`config.mk`:
```
export PLATFORM = sky130hd
export DESIGN_NAME = fetch_unit
export DESIGN_NICKNAME = d
export VERILOG_FILES = /design/src/rtl/fetch_pkg.sv /design/src/rtl/fetch_fifo.sv /design/src/rtl/fetch_unit.sv
export SDC_FILE = /design/constraint.sdc
export NUM_CORES = 1
export LEC_CHECK = 0
export ABC_AREA = 1
export BUFFER_PORTS_ARGS = -buffer_cell sky130_fd_sc_hd__buf_2
export CORE_MARGIN = 2
export CORE_UTILIZATION = 40
export CTS_BUF_LIST = sky130_fd_sc_hd__clkbuf_8
export DETAILED_ROUTE_END_ITERATION = 8
export GPL_ROUTABILITY_DRIVEN = 0
export GPL_TIMING_DRIVEN = 1
export PLACE_DENSITY = 0.68
export SLEW_MARGIN = 0
export SYNTH_ARGS = -nofsm -noshare
export SYNTH_HDL_FRONTEND = slang
export SYNTH_SLANG_ARGS = --single-unit
export TNS_END_PERCENT = 10
```
`constraint.sdc`:
```
create_clock -name clk -period 6.75 [get_ports clk]
set_input_delay 0.3375 -clock clk [delete_from_list [all_inputs] [get_ports clk]]
set_output_delay 0.3375 -clock clk [all_outputs]
set_load 0.005 [all_outputs]
```
`src/rtl/fetch_pkg.sv`:
```
// fetch_pkg: shared state type, widths and NOP word
// for the instruction fetch unit and its prefetch buffer.
package fetch_pkg;

  localparam int DATA_WIDTH_DEF = 20;
  localparam int ADDR_WIDTH_DEF = 8;
  localparam int FIFO_DEPTH_DEF = 2;

  localparam int NOP_MAX_W = 64;
  localparam logic [NOP_MAX_W-1:0] NOP_WORD = '0;

  typedef enum logic [1:0] {
    ST_IDLE,
    ST_WAIT,
    ST_DISCARD
  } fetch_state_e;

  function automatic int cnt_width(int depth);
    return $clog2(depth) + 1;
  endfunction

endpackage

```
`src/rtl/fetch_fifo.sv`:
```
// fetch_fifo: power-of-two prefetch buffer.
// Clear wins over a same-cycle push or pop.
module fetch_fifo #(
  parameter int DEPTH = 2,
  parameter int WIDTH = 28,
  parameter int CW    = $clog2(DEPTH) + 1
) (
  input  logic             clk,
  input  logic             rst,
  input  logic             push_i,
  input  logic             pop_i,
  input  logic             clear_i,
  input  logic [WIDTH-1:0] data_i,
  output logic [WIDTH-1:0] data_o,
  output logic [CW-1:0]    count_o,
  output logic             empty_o,
  output logic             full_o
);

  localparam int PW = $clog2(DEPTH);

  logic [WIDTH-1:0] mem_q [DEPTH];
  logic [PW-1:0]    wr_q;
  logic [PW-1:0]    wr_d;
  logic [PW-1:0]    rd_q;
  logic [PW-1:0]    rd_d;
  logic [CW-1:0]    cnt_q;
  logic [CW-1:0]    cnt_d;
  logic             do_push;
  logic             do_pop;

  assign empty_o = (cnt_q == '0);
  assign full_o  = (cnt_q == CW'(DEPTH));
  assign count_o = cnt_q;
  assign data_o  = mem_q[rd_q];

  assign do_push = push_i && !clear_i;
  assign do_pop  = pop_i && !clear_i && !empty_o;

  always_comb begin
    wr_d  = wr_q;
    rd_d  = rd_q;
    cnt_d = cnt_q;
    if (clear_i) begin
      wr_d  = '0;
      rd_d  = '0;
      cnt_d = '0;
    end else begin
      if (do_push) begin
        wr_d = wr_q + PW'(1);
      end
      if (do_pop) begin
        rd_d = rd_q + PW'(1);
      end
      unique case ({do_push, do_pop})
        2'b10:   cnt_d = cnt_q + CW'(1);
        2'b01:   cnt_d = cnt_q - CW'(1);
        default: cnt_d = cnt_q;
      endcase
    end
  end

  always_ff @(posedge clk or negedge rst) begin
    if (!rst) begin
      wr_q  <= '0;
      rd_q  <= '0;
      cnt_q <= '0;
    end else begin
      wr_q  <= wr_d;
      rd_q  <= rd_d;
      cnt_q <= cnt_d;
    end
  end

  // Payload needs no reset: it is masked by the count.
  always_ff @(posedge clk) begin
    if (do_push) begin
      mem_q[wr_q] <= data_i;
    end
  end

endmodule

```
`src/rtl/fetch_unit.sv`:
```
// fetch_unit: single-outstanding instruction fetcher
// feeding a prefetch buffer, with flush/redirect.
module fetch_unit
  import fetch_pkg::*;
#(
  parameter int DATA_WIDTH    = DATA_WIDTH_DEF,
  parameter int ADDRESS_WIDTH = ADDR_WIDTH_DEF,
  parameter int FIFO_DEPTH    = FIFO_DEPTH_DEF
) (
  input  logic                     clk,
  input  logic                     rst,
  input  logic                     PCWrite,
  input  logic                     IF_ID_Write,
  input  logic                     Flush,
  input  logic [ADDRESS_WIDTH-1:0] branch_target,
  output logic                     imem_req,
  output logic [ADDRESS_WIDTH-1:0] imem_addr,
  input  logic                     imem_ack,
  input  logic [DATA_WIDTH-1:0]    imem_rdata,
  output logic                     if_valid,
  output logic [DATA_WIDTH-1:0]    instruction,
  output logic [ADDRESS_WIDTH-1:0] pc_result
);

  localparam int AW = ADDRESS_WIDTH;
  localparam int EW = DATA_WIDTH + AW;
  localparam int CW = cnt_width(FIFO_DEPTH);
  localparam logic [CW-1:0] DEPTH_C = CW'(FIFO_DEPTH);

  fetch_state_e  state_q;
  fetch_state_e  state_d;
  logic [AW-1:0] pc_q;
  logic [AW-1:0] pc_d;
  logic [AW-1:0] addr_q;
  logic [AW-1:0] addr_d;

  logic          busy;
  logic          can_issue;
  logic [CW-1:0] slots_used;
  logic          push;
  logic          pop;
  logic [EW-1:0] head;
  logic [CW-1:0] fifo_count;
  logic          fifo_empty;
  logic          fifo_full;

  assign busy       = (state_q != ST_IDLE);
  assign slots_used = fifo_count + CW'(busy);
  assign can_issue  = PCWrite && !Flush
                   && (slots_used < DEPTH_C);
  assign pop        = !fifo_empty && IF_ID_Write
                   && !Flush;

  always_comb begin
    state_d = state_q;
    pc_d    = pc_q;
    addr_d  = addr_q;
    push    = 1'b0;
    if (Flush) begin
      pc_d = branch_target;
    end
    unique case (state_q)
      ST_IDLE: begin
        if (can_issue) begin
          state_d = ST_WAIT;
          addr_d  = pc_q;
          pc_d    = pc_q + AW'(1);
        end
      end
      ST_WAIT: begin
        if (imem_ack) begin
          state_d = ST_IDLE;
          push    = !Flush && !fifo_full;
        end else if (Flush) begin
          state_d = ST_DISCARD;
        end
      end
      ST_DISCARD: begin
        if (imem_ack) begin
          state_d = ST_IDLE;
        end
      end
      default: state_d = ST_IDLE;
    endcase
  end

  always_ff @(posedge clk or negedge rst) begin
    if (!rst) begin
      state_q <= ST_IDLE;
      pc_q    <= '0;
      addr_q  <= '0;
    end else begin
      state_q <= state_d;
      pc_q    <= pc_d;
      addr_q  <= addr_d;
    end
  end

  fetch_fifo #(
    .DEPTH (FIFO_DEPTH),
    .WIDTH (EW),
    .CW    (CW)
  ) u_fifo (
    .clk     (clk),
    .rst     (rst),
    .push_i  (push),
    .pop_i   (pop),
    .clear_i (Flush),
    .data_i  ({imem_rdata, addr_q}),
    .data_o  (head),
    .count_o (fifo_count),
    .empty_o (fifo_empty),
    .full_o  (fifo_full)
  );

  assign imem_req    = busy;
  assign imem_addr   = busy ? addr_q : '0;
  assign if_valid    = !fifo_empty;
  assign instruction = if_valid ? head[EW-1:AW]
                     : NOP_WORD[DATA_WIDTH-1:0];
  assign pc_result   = if_valid ? head[AW-1:0] : '0;

endmodule

```
==> metrics.yaml <==
grt_antenna_before_repair: 0
via_count: 2306
finalMaxSlewViolations: 0
worst_pin_slew_ps: 940
arrival_ps: 2500
p_int_w: 0.000776
synth_top_area_cell: "edfxtp_1"
synth_area_leaders: "edfxtp_1, dfrtp_1, nand2_1"
grt_max_degree: 31
max-slew-margin-rel_pct: 37.4
crit_end: "pc_result[6]"
drt_iter0_drc: 97
critPathRequiredTime_ps: 6410
peakVddDrop_v: 0.000136
drtAntennaViolNets: 0
cts_buffers: 9
rrSetupSlack_ps: 4530
slowest_delay_ps: 960
grt_pass1_vias: 2190
clock.fmax_mhz: 353
diodes: 0
syn_area_sq_mm: 0.00331
final.period_utilization_pct: 42.0
power_density_mw_per_mm2: 266
p_leak_nw: 1.75
r2r_end: "u_fifo.rd_q"
die-area_sq_mm: 0.00902
initial_core_util_pct: 40.7
fin_tns_setup_ps: 0
cpMaxStageDelayCell: "dfrtp_1"
design.core.area_sq_mm: 0.00813
rows: 33
reg2reg_depth: 3
p_comb_share_pct: 11.6
wirelength_mm: 6.42
place_area_sq_mm: 0.00375
yosysWarningCount: 0
hpwl_mm: 4.24
status: "finished, final reports clean"
clk_path_buf_depth: 2
drive_gt1_share_pct: 27.6
worstHoldPathType: "in -> reg"
syn_area_per_cell_sq_um: 10.6
crit_path_start_kind: "flop"
tritoncts: "built"
timing.rr.start: "u_fifo.rd_q"
grt.total_usage_pct: 15.1
setup_viol: 0
rsz0062_at_grt: "false"
dr.pass1.iters: 5
hp-start: "imem_ack"
critical_path.max_fanout: 30
cp-end-kind: "output pin"
cap_violations: 0
drc_errors: 0
final_area_sq_mm: 0.00396
clockPowerShare_pct: 33.2
synth-seq-cells: 78
seqPwrFrac_pct: 55.1
cp_cell_sequence: "inv_1 > nand2_1 > a21oi_1 > buf_2"
via_per_inst: 4.68
hold_viol: 0
synth_top_area_share_pct: 50.8
detail_route.wl_per_cell_um: 13.0
p_sw_w: 0.000279
cts_resized: 0
grt_overflow: 0
ioPinCount: 72
path_class: "reg -> out"
cts-root-buf: "clkbuf_8"
yosysSeqAreaShare_pct: 67.4
startpoint: "u_fifo.rd_q"
die_h_um: 95.0
die_w_um: 95.0
h-tree-depth: 3
synthCells: 311
clk_latency_ps: 350
syn_nets: 346
clk_pin_slew_worst_paths_ps: 80
hold_ws_ps: 168
port_buffers: 71
cts_sinks: 78
nNetsFinal: 418
period_needed_ps: 2830
synth_cell_types: 29
swShare_pct: 26.4
skew_ps: 9.46
grt_pass1_wl_mm: 10.2
syn2layout_area_growth_pct: 19.6
how the worst min path moves through the flow:
stage	to	slack, ps	depth (start not counted)
2_1_floorplan	addr_q[0]	40	0
3_3_place_gp	pc_q[0]	340	1
3_5_place_dp	pc_q[0]	340	1
4_1_cts	state_q[1]	150	2
5_1_grt	u_fifo.mem_q[1][21]	140	1
6_report	state_q[1]	170	2
kinds of logic (layout without fill, tap and decap cells):
group | Yosys count | in the layout | synth area share, %
simple gates | 136 | 136 | 17.6
xor+xnor | 3 | 3 | 0.793
fa+ha+maj | 1 | 1 | 0.378
flops | 78 | 78 | 67.4
compound gates | 53 | 53 | 8.61
buf+inv | 40 | 117 | 5.21
final cells by class:
cell class / count / area [sq um]
Clock buffer: 9 / 124
Multi-Input combinational cell: 193 / 917
Sequential cell: 78 / 2230
Timing Repair Buffer: 73 / 373
Fill cell: 760 / 4170
Tap cell: 105 / 131
Clock inverter: 7 / 80.1
Inverter: 28 / 105
repair_timing:
action,in CTS,in global routing
endpoints found under the hold margin,22,0
hold buffers,1,0
buffers inserted,0,0
flip-flops by register name (all words and copies together), names as in the netlist:
signal and cells:
u_fifo.wr_q 1, u_fifo.count_o 2, pc_q 8, u_fifo.rd_q 1, state_q 2, u_fifo.mem_q 56
addr_q 8
worst max-delay path, delay by kind of cell, from the launching register on:
kind,cells,cell delay (ps)
buf+inv,2,870
flops,1,960
simple gates,1,200
compound gates,1,100
Yosys cell counts:
| cell | instances |
|---|---|
| ha_1 | 1 |
| o21ai_0 | 7 |
| a21oi_1 | 32 |
| o21ai_1 | 7 |
| nor2_1 | 22 |
| o21bai_1 | 1 |
| a31oi_1 | 1 |
| inv_2 | 6 |
| nand2_4 | 1 |
| o31ai_1 | 1 |
| nand2_1 | 92 |
| nor2_4 | 2 |
| nand4_4 | 1 |
| buf_2 | 6 |
| nand4_1 | 1 |
| clkbuf_1 | 4 |
| buf_6 | 2 |
| o211ai_1 | 1 |
| edfxtp_1 | 56 |
| a21oi_2 | 1 |
| xor2_1 | 3 |
| nand3_2 | 1 |
| nand3_1 | 11 |
| o21ai_2 | 2 |
| inv_1 | 22 |
| nand2_2 | 2 |
| nor2_2 | 1 |
| dfrtp_1 | 22 |
| nor3_1 | 2 |
cell usage in the layout, fill, tap and decap left out:
master and n:
a21oi_1 32, a21oi_2 1, a31oi_1 1, buf_2 71, buf_4 1, bufinv_16 1
clkbuf_8 9, clkinv_4 1, clkinvlp_4 2, dfrtp_1 22, dlygate4sd3_1 1, edfxtp_1 56
ha_1 1, inv_1 22, inv_2 6, inv_6 3, nand2_1 92, nand2_2 2
nand2_4 1, nand3_1 11, nand3_2 1, nand4_1 1, nand4_4 1, nor2_1 20
nor2_2 2, nor2_4 3, nor3_1 2, o211ai_1 1, o21ai_0 7, o21ai_1 7
o21ai_2 2, o21bai_1 1, o31ai_1 1, xor2_1 3
power groups by stage:
stage          registers, W  clock network (W)  logic [W]
2_1_floorplan      0.000582                  0  0.0000820
3_3_place_gp       0.000589                  0   0.000121
3_5_place_dp       0.000592                  0   0.000123
4_1_cts            0.000582           0.000361   0.000124
5_1_grt            0.000587           0.000386   0.000140
6_report           0.000582           0.000351   0.000123
metal layers:
layer	vias up	part of all wire (%)	wire, um	track usage (%)
met5	-	0	0	0
met4	0	1.3	81	4.47
met3	9	6.9	445	6.54
met2	75	48	3110	25.4
met1	1041	43	2790	17.7
li1	1181	-	-	-
per-stage QoR:
step                      power (W)  utilization (%)  std cells  worst slack, ps
final                       0.00105             48.7        493             3920
after global routing        0.00111             48.7        493             3680
after CTS                   0.00107             48.7        493             3810
after detailed placement   0.000716             46.1        476             4240
after global placement     0.000710             46.1        476             4310
after floorplan            0.000664                -        311             4410
(Power assumes the default switching activity.)
